[src/rtl/uart_apb_regs.sv]
// APB3 register block for the UART core: configuration, TX word and start pulse,
// RX capture with status flags, and a level interrupt. One wait state per transfer.
module uart_apb_regs #(
  parameter int unsigned ADDR_W  = 5,
  parameter logic [4:0]  RST_CFG = 5'b00011
) (
  input  logic              clk,
  input  logic              rst,
  input  logic [ADDR_W-1:0] paddr,
  input  logic              psel,
  input  logic              penable,
  input  logic              pwrite,
  input  logic [31:0]       pwdata,
  output logic [31:0]       prdata,
  output logic              pready,
  output logic              pslverr,
  output logic [31:0]       tx_data_o,
  output logic              start_tx_o,
  input  logic              tx_done_i,
  input  logic [31:0]       rx_data_i,
  input  logic              rx_done_i,
  input  logic              parity_error_i,
  output logic [1:0]        data_bit_num_o,
  output logic              parity_en_o,
  output logic              parity_type_o,
  output logic              stop_bit_num_o,
  output logic              irq_o
);

  localparam logic [ADDR_W-1:0] AddrTxData = ADDR_W'(8'h00);
  localparam logic [ADDR_W-1:0] AddrRxData = ADDR_W'(8'h04);
  localparam logic [ADDR_W-1:0] AddrCfg    = ADDR_W'(8'h08);
  localparam logic [ADDR_W-1:0] AddrCtrl   = ADDR_W'(8'h0C);
  localparam logic [ADDR_W-1:0] AddrStatus = ADDR_W'(8'h10);
  localparam logic [ADDR_W-1:0] AddrIer    = ADDR_W'(8'h14);

  localparam int unsigned TxBusy    = 0;
  localparam int unsigned TxDone    = 1;
  localparam int unsigned RxValid   = 2;
  localparam int unsigned ParityErr = 3;
  localparam int unsigned RxOverrun = 4;

  typedef enum logic [0:0] {StIdle, StResp} state_e;

  state_e      state_q, state_d;
  logic [31:0] tx_data_q, rx_data_q, prdata_q;
  logic [4:0]  cfg_q, ier_q, status_q, status_d;
  logic        pslverr_q, start_tx_q, irq_q;

  logic [ADDR_W-1:0] addr_word;
  logic        access, wr_access, rd_access;
  logic        sel_tx, sel_rx, sel_cfg, sel_ctrl, sel_status, sel_ier, mapped;
  logic        err, wr_commit, start, rx_read;
  logic [31:0] rdata;

  // Byte offset within a word is ignored; word access only.
  logic unused_paddr;
  assign unused_paddr = ^paddr[1:0];
  assign addr_word    = {paddr[ADDR_W-1:2], 2'b00};

  assign access    = (state_q == StIdle) & psel & penable;
  assign wr_access = access & pwrite;
  assign rd_access = access & ~pwrite;

  assign sel_tx     = (addr_word == AddrTxData);
  assign sel_rx     = (addr_word == AddrRxData);
  assign sel_cfg    = (addr_word == AddrCfg);
  assign sel_ctrl   = (addr_word == AddrCtrl);
  assign sel_status = (addr_word == AddrStatus);
  assign sel_ier    = (addr_word == AddrIer);
  assign mapped     = sel_tx | sel_rx | sel_cfg | sel_ctrl | sel_status | sel_ier;

  assign err = access & (~mapped
                         | (pwrite & sel_rx)
                         | (pwrite & sel_ctrl & pwdata[0] & status_q[TxBusy]));

  assign wr_commit = wr_access & ~err;
  assign start     = wr_commit & sel_ctrl & pwdata[0];
  assign rx_read   = rd_access & sel_rx;

  always_comb begin
    state_d = state_q;
    unique case (state_q)
      StIdle:  if (access) state_d = StResp;
      StResp:  state_d = StIdle;
      default: state_d = StIdle;
    endcase
  end

  always_comb begin
    rdata = '0;
    if (!err) begin
      if (sel_tx)     rdata = tx_data_q;
      if (sel_rx)     rdata = rx_data_q;
      if (sel_cfg)    rdata = {27'd0, cfg_q};
      if (sel_status) rdata = {27'd0, status_q};
      if (sel_ier)    rdata = {27'd0, ier_q};
    end
  end

  // Clears are applied first so that a same-cycle hardware set wins.
  always_comb begin
    status_d = status_q;
    if (wr_commit && sel_status) begin
      if (pwdata[TxDone])    status_d[TxDone]    = 1'b0;
      if (pwdata[ParityErr]) status_d[ParityErr] = 1'b0;
      if (pwdata[RxOverrun]) status_d[RxOverrun] = 1'b0;
    end
    if (rx_read) status_d[RxValid] = 1'b0;
    if (tx_done_i) begin
      status_d[TxBusy] = 1'b0;
      status_d[TxDone] = 1'b1;
    end
    if (start) status_d[TxBusy] = 1'b1;
    if (rx_done_i) begin
      status_d[RxValid] = 1'b1;
      if (parity_error_i) status_d[ParityErr] = 1'b1;
      // A read consuming the old word in the same cycle is not an overrun.
      if (status_q[RxValid] && !rx_read) status_d[RxOverrun] = 1'b1;
    end
  end

  always_ff @(posedge clk) begin
    if (rst) begin
      state_q    <= StIdle;
      tx_data_q  <= '0;
      rx_data_q  <= '0;
      prdata_q   <= '0;
      cfg_q      <= RST_CFG;
      ier_q      <= '0;
      status_q   <= '0;
      pslverr_q  <= 1'b0;
      start_tx_q <= 1'b0;
      irq_q      <= 1'b0;
    end else begin
      state_q    <= state_d;
      status_q   <= status_d;
      start_tx_q <= start;
      irq_q      <= |(status_q & ier_q);
      if (access) begin
        prdata_q  <= rdata;
        pslverr_q <= err;
      end
      if (wr_commit && sel_tx)  tx_data_q <= pwdata;
      if (wr_commit && sel_cfg) cfg_q     <= pwdata[4:0];
      if (wr_commit && sel_ier) ier_q     <= pwdata[4:0];
      if (rx_done_i)            rx_data_q <= rx_data_i;
    end
  end

  assign pready         = (state_q == StResp);
  assign prdata         = prdata_q;
  assign pslverr        = pslverr_q;
  assign tx_data_o      = tx_data_q;
  assign start_tx_o     = start_tx_q;
  assign data_bit_num_o = cfg_q[1:0];
  assign parity_en_o    = cfg_q[2];
  assign parity_type_o  = cfg_q[3];
  assign stop_bit_num_o = cfg_q[4];
  assign irq_o          = irq_q;

endmodule

[config.mk]
export PLATFORM = sky130hd
export DESIGN_NAME = uart_apb_regs
export DESIGN_NICKNAME = d
export VERILOG_FILES = /design/src/rtl/uart_apb_regs.sv
export SDC_FILE = /design/constraint.sdc
export NUM_CORES = 1
export LEC_CHECK = 0
export ABC_AREA = 1
export BUFFER_PORTS_ARGS = -buffer_cell sky130_fd_sc_hd__buf_2
export CAP_MARGIN = 20
export CORE_MARGIN = 5
export CORE_UTILIZATION = 25
export CTS_CLUSTER_SIZE = 16
export DETAILED_ROUTE_END_ITERATION = 10
export SLEW_MARGIN = 10
export SYNTH_ARGS = -nofsm -noshare
export SYNTH_HDL_FRONTEND = slang
export SYNTH_SLANG_ARGS = --single-unit
[constraint.sdc]
create_clock -name clk -period 1.85 [get_ports clk]
set_clock_uncertainty 0.1 [all_clocks]
set_input_delay 0.0925 -clock clk [delete_from_list [all_inputs] [get_ports clk]]
set_output_delay 0.0925 -clock clk [all_outputs]
set_load 0.01 [all_outputs]
==> results.md, run 1 <==
* Status: completed
* CTS root buf: clkbuf_16
* Total iterations of the first detailed-routing run at 4
* Met2 Usage GRT at 24.9%
* Cts-stage hold buffer count at 68
* Number of fillers in the final layout at 1,957
* Total power density per cell area at 937 nW/µm²
* Placed cell areas at 5800 µm²
* Via count normalized by instance count at 4.41
* Die height at 148 µm
* Clock latency on the worst-skew pair at 0.41 ns
* Setup repair after global routing missed its margin: false
* Horizontal die dimension at 148 µm
* WL per Instance at 14.6 µm
* Sequential fraction of the synthesis area at 48.2%
* Fin. max-slew vios at 0
* Kind of critical path: in -> reg
* Antenna violations before repair at 1
* Average size of a mapped cell at 7.12 µm²
* Final count of hold timing violations at 0
* Via count of the first global-routing pass at 4,968
* Std-Cell Rows at 50
* Initial cell density of the core at 25.4%
* Static Leakage at 3.44 nW
* FF+latch count, synth at 115
* Sequential Area at 2300 µm²
* Pin count of the biggest net entering global routing at 43
* Clock Path Buffers at 2
* Wire length of the first global-routing pass at 26,300 µm
* Multi-input combinational cell area at 2160 µm²
* Wire length after detailed routing at 16,500 µm
* Total via count after detailed routing at 5,002
* Post-route standard cell area excluding fillers at 7110 µm²
* Largest voltage drop on the vdd net at 0.000596 V
* Number of distinct standard cells referenced by the synthesized netlist at 28
* Remaining antenna violation count after routing at 0
* Cell area after synthesis at 4770 µm²
* Hold Path Stages at 5
* Sum of internal, switching and leakage power at 0.00666 W
* Highest attainable clock frequency at 577 MHz
* GRT Total Usage at 15.2%
* Post-route fraction of the period consumed by the critical path at 93.7%
* Global-route track usage on met1 at 19.2%
* Worst Setup End Kind: flop
* Placed wire-length estimate after detailed placement at 11,200 µm
* DRC at 0
* Clock period minus worst slack at 1.73 ns
* Ratio of cells with drive above 1 in the final layout at 24.2%
* Die ar. at 22,000 µm²
* Cells after Synth at 670
* Met3 track demand over resource in global routing at 5.00%
* Synthesized Nets at 747
* Number of inserted diodes at 0
* Required arrival time at the worst endpoint at 2.09 ns
* Count of buffers inserted at the top-level ports at 147
* Transition time of the tightest slew-check pin at 0.562 ns
* TritonCTS clock tree: yes
* Post-CTS setup repair buffer count at 0
* Number of setup violations in the final report at 0
* Overall overflow remaining after global route at 0
* Most Used Layer, Global Route: met2
* Number of levels in the clock H-tree at 4
* Synth warnings at 0
* TritonCTS Buffers at 17
* Max-capacitance violation count at 0
* Commonest cells after routing, fill and taps aside: 177 x nand2_1, 147 x buf_2, 133 x nor2_1, 115 x dfxtp_1, 77 x o21ai_0
* Length in cells of the worst reg-to-reg path at 8
* Final weighted congestion in routability-driven placement at 0.842
* Number of top-level pins at 150
* Initial detailed-routing violation count at 276
* Clock transition at the registers of the reported paths at 0.05 ns
* Worst rel slew slack at 62.5%
* Standard cell core area at 18,800 µm²
* Critical Path AT at 1.97 ns
* Final-layout setup total negative slack at 0 ns
* Hold WC Path Type: in -> reg
* CP Launch Type: primary input
* Largest fanout on the critical path at 15
* Growth of design area from synthesis to finish at 49.0%
* Total number of clock tree sinks at 115
* Commonest non-fill, non-tap cell in the layout: nand2_1
* Number of resized instances in the post-cts repair step at 0
* Nets@finish at 964
power by group:
group | switching, W | internal, W
clock | 0.00116 | 0.00235
sequential | 0.0000388 | 0.00255
combinational | 0.000300 | 0.000263
through the flow:
stage	utilization, %	cells	setup slack [ns]	hold WS, ns
final	37.9	1134	0.117	0.0612
after global routing	37.9	1134	0.000788	0.0856
after CTS	37.9	1134	0.121	0.0430
after detailed placement	30.9	1034	0.147	0.219
after global placement	30.9	1034	0.185	0.214
after floorplan	-	670	0.301	0.119
area by class of cell:
cell class | count | area share [%]
Multi-Input combinational cell | 491 | 30.4
Inverter | 26 | 1.44
Clock inverter | 10 | 2.16
Tap cell | 234 | 4.12
Sequential cell | 115 | 32.4
Clock buffer | 22 | 6.67
Timing Repair Buffer | 236 | 22.8
path summary, 6_finish.rpt:
kind                   to  slack, ns  startpoint
min           status_q[2]       0.06      pwrite
min reg2reg     prdata[7]       0.36   prdata[7]
max reg2reg  tx_data_o[4]       0.15      pready
max          tx_data_o[4]       0.12    paddr[2]
flip-flops by register name, summed over array words and instances (netlist names), 5 cells and up:
| signal | cells |
|---|---|
| ier_q | 5 |
| status_q | 5 |
| cfg_q | 5 |
| tx_data_o | 32 |
| rx_data_q | 32 |
| prdata | 32 |
kinds of logic (layout without fill, tap and decap cells):
kind of cell,count (synthesis),in the layout,synth area share (%)
and+or+nand+nor,361,361,31.4
AOI/OAI and AO/OA,130,130,13.9
DFF,115,115,48.2
buffers and inverters,64,294,6.48
critical path, stage by stage:
cell,delay (ns)
dlygate4sd3_1,0.53
buf_2,0.19
inv_1,0.09
nor2_1,0.04
nand2_1,0.15
nand3_4,0.15
nor2_8,0.29
buf_12,0.19
o21ai_0,0.10
a21oi_1,0.14
routing by layer:
layer  share of wire [%]  vias up  wire length [µm]
met5               0.079        -                13
met4                 1.4        2               228
met1                  46     2271              7680
met3                 5.7       20               942
met2                  46      121              7660
li1                    -     2588                 -
Yosys cell counts (all sizes together):
master  number  area share, %
or2          4           0.52
clkbuf      22            1.7
a31oi        1           0.13
o22ai        1           0.13
o21bai       2           0.31
dfxtp      115             48
nand4        2           0.26
nand3       34            4.1
a221oi       1           0.18
a21oi       47            4.9
buf         16            2.6
o21ai       77            8.1
nand2      179             14
clkinv       1          0.079
nor3         3           0.55
inv         25            2.1
o211ai       1           0.16
nor2       139             12
Note: power is estimated with default switching activity, not from simulation.
==> inputs of run 2 (changes only) <==
PLACE_DENSITY = 0.45   (was default)
clock period = 1.42 ns   (was 1.85 ns; I/O delays follow)
==> run 2 against run 1 <==
The run now ends with negative setup slack left. Clock power up 13%. Final area is 4.7% higher. Critical path depth fell by 2. Die area unchanged. Combinational power rose by 48%. Cell count is 1.9% higher. Sequential cell count stayed put. Global-route usage is 0.46 points higher. Core utilization is 1.8 points higher. Sequential power up 31%. Largest cell class is now multi-input gates.
==> results.md, run 2 (synthesized netlist as in run 1, its figures left out) <==
* Post-route fraction of the period consumed by the critical path at 107%
* DRC at 0 (unchanged)
* Number of top-level pins at 150 (unchanged)
* Commonest cells after routing, fill and taps aside: 173 x nand2_1, 147 x buf_2, 131 x nor2_1, 114 x dfxtp_1, 66 x dlygate4sd3_1
* Antenna violations before repair at 2 (+1)
* Setup repair after global routing missed its margin: true
* Worst setup slack before clock tree synthesis at -0.184 ns (-0.331 ns)
* TritonCTS Buffers at 17 (unchanged)
* Highest attainable clock frequency at 661 MHz
* Placed wire-length estimate after detailed placement at 11,800 µm (+5.4%)
* Violated checks: negative setup slack
* Worst rel slew slack at 62.6% (+0.098 points)
* Number of levels in the clock H-tree at 4 (unchanged)
* Initial detailed-routing violation count at 208 (-25%)
* Ratio of cells with drive above 1 in the final layout at 29.4% (+5.2 points)
* Number of fillers in the final layout at 2,006 (+2.5%)
* Nets@finish at 986 (+2.3%)
* Total iterations of the first detailed-routing run at 4 (unchanged)
* Die ar. at 22,000 µm² (unchanged)
* Growth of design area from synthesis to finish at 56.1%
* Post-route standard cell area excluding fillers at 7450 µm² (+4.7%)
* Total power density per cell area at 1100 nW/µm² (+17%)
* Largest voltage drop on the vdd net at 0.000796 V (+34%)
* Remaining antenna violation count after routing at 0 (unchanged)
* Total via count after detailed routing at 5,055 (+1.1%)
* Clock Path Buffers at 2 (unchanged)
* Final count of hold timing violations at 0 (unchanged)
* TritonCTS clock tree: yes
* Count of buffers inserted at the top-level ports at 147 (unchanged)
* Final critical-path setup slack at -0.0923 ns (-0.209 ns)
* Critical Path AT at 1.75 ns (-0.22 ns)
* Via count of the first global-routing pass at 5,035 (+1.3%)
* Wire length after detailed routing at 17,500 µm (+5.8%)
* CP Launch Type: flop
* Hold WC Path Type: in -> reg
* Clock transition at the registers of the reported paths at 0.05 ns (about the same)
* Fin. max-slew vios at 0 (unchanged)
* Initial cell density of the core at 25.4% (unchanged)
* Via count normalized by instance count at 4.37 (-0.86%)
* WL per Instance at 15.1 µm (+3.8%)
* Horizontal die dimension at 148 µm (unchanged)
* Die height at 148 µm (unchanged)
* Std-Cell Rows at 50 (unchanged)
* Final weighted congestion in routability-driven placement at 0.777 (-7.7%)
* Wire length of the first global-routing pass at 27,000 µm (+2.8%)
* Sequential Area at 2300 µm² (about the same)
* Overall overflow remaining after global route at 0 (unchanged)
* Status: finished, violations left
* Transition time of the tightest slew-check pin at 0.561 ns (-0.000852 ns)
* Worst Setup End Kind: flop
* Standard cell core area at 18,800 µm² (unchanged)
* CTS root buf: clkbuf_16
* Commonest non-fill, non-tap cell in the layout: nand2_1
* Static Leakage at 3.56 nW (+3.6%)
* Clock latency on the worst-skew pair at 0.41 ns (about the same)
* Required arrival time at the worst endpoint at 1.66 ns (-0.43 ns)
* Total number of clock tree sinks at 115 (unchanged)
* Pin count of the biggest net entering global routing at 44 (+2.3%)
* Multi-input combinational cell area at 2300 µm² (+6.7%)
* GRT Total Usage at 15.7% (+0.46 points)
* Kind of critical path: reg -> reg
* Largest fanout on the critical path at 6 (-9)
* Number of setup violations in the final report at 66 (+66)
* Clock period minus worst slack at 1.51 ns
* Max-capacitance violation count at 0 (unchanged)
* Placed cell areas at 5980 µm² (+3.1%)
* Number of inserted diodes at 0 (unchanged)
-- run 2: cell count changes in the layout (fill, tap and decap cells not counted), sizes merged --
cell / change
buf: +22
bufinv: -3
clkbuf: +7
clkinv: -2
dlygate4sd3: -2
-- run 2: layout make-up --
type                            count  area share, %
Clock inverter                      5          0.672
Sequential cell                   115           30.9
Multi-Input combinational cell    491           30.9
Clock buffer                       27           6.62
Inverter                           26           1.41
Tap cell                          234           3.93
Timing Repair Buffer              258           25.5
-- run 2: timing repair --
item                                    4_1_cts  5_1_grt
hold endpoints to repair                     77        0
pin swaps                                     0        6
setup buffers                                 0        5
hold buffers                                 66        0
resized for setup                            16       44
cloned                                        0        3
endpoints found under the setup margin       70       80
-- run 2: worst paths after layout --
| path | from | endpoint | slack (ns) | depth (start not counted) |
|---|---|---|---|---|
| worst max-delay path | pready | prdata[11] | -0.09 | 8 |
| worst min-delay path | pwrite | status_q[2] | 0.07 | 5 |
| worst max register to register | pready | prdata[11] | -0.09 | 8 |
| worst min register to register | prdata[18] | prdata[18] | 0.36 | 2 |
-- run 2: per-layer routing --
layer	vias to the layer above	share of wire [%]	GRT usage, %
met4	4	1.2	5.08
met1	2275	45	19.3
met3	21	5.1	4.57
li1	2641	-	-
met5	-	0.15	0
met2	114	49	26.5
-- run 2: power by group --
| part | leakage [nW] | total (W) | internal (W) | switching, W |
|---|---|---|---|---|
| logic | 2.35 | 0.000833 | 0.000401 | 0.000431 |
| clock network | 0.269 | 0.00398 | 0.00253 | 0.00145 |
| registers | 0.937 | 0.00338 | 0.00332 | 0.0000507 |
-- run 2: critical path, stage by stage, from the launching register on --
cell and delay, ns:
dfxtp_2 0.33, inv_2 0.06, nand3_4 0.08, buf_4 0.16, nor3_4 0.19, buf_12 0.15, clkbuf_16 0.16, nand3_1 0.09
a21oi_1 0.12
-- run 2: stage by stage --
step / TNS (ns) / utilization [%] / instances / hold WS [ns] / power, W
global route: -11.23 / 39.7 / 1156 / 0.0759 / 0.00853
finish: -3.69 / 39.7 / 1156 / 0.0653 / 0.00819
global placement: -3.62 / 31.9 / 1050 / 0.193 / 0.00408
detailed placement: -4.00 / 31.9 / 1050 / 0.196 / 0.00408
CTS: -2.66 / 38.4 / 1148 / 0.0345 / 0.00825
floorplan: -0.952 / - / 670 / 0.0973 / 0.00375
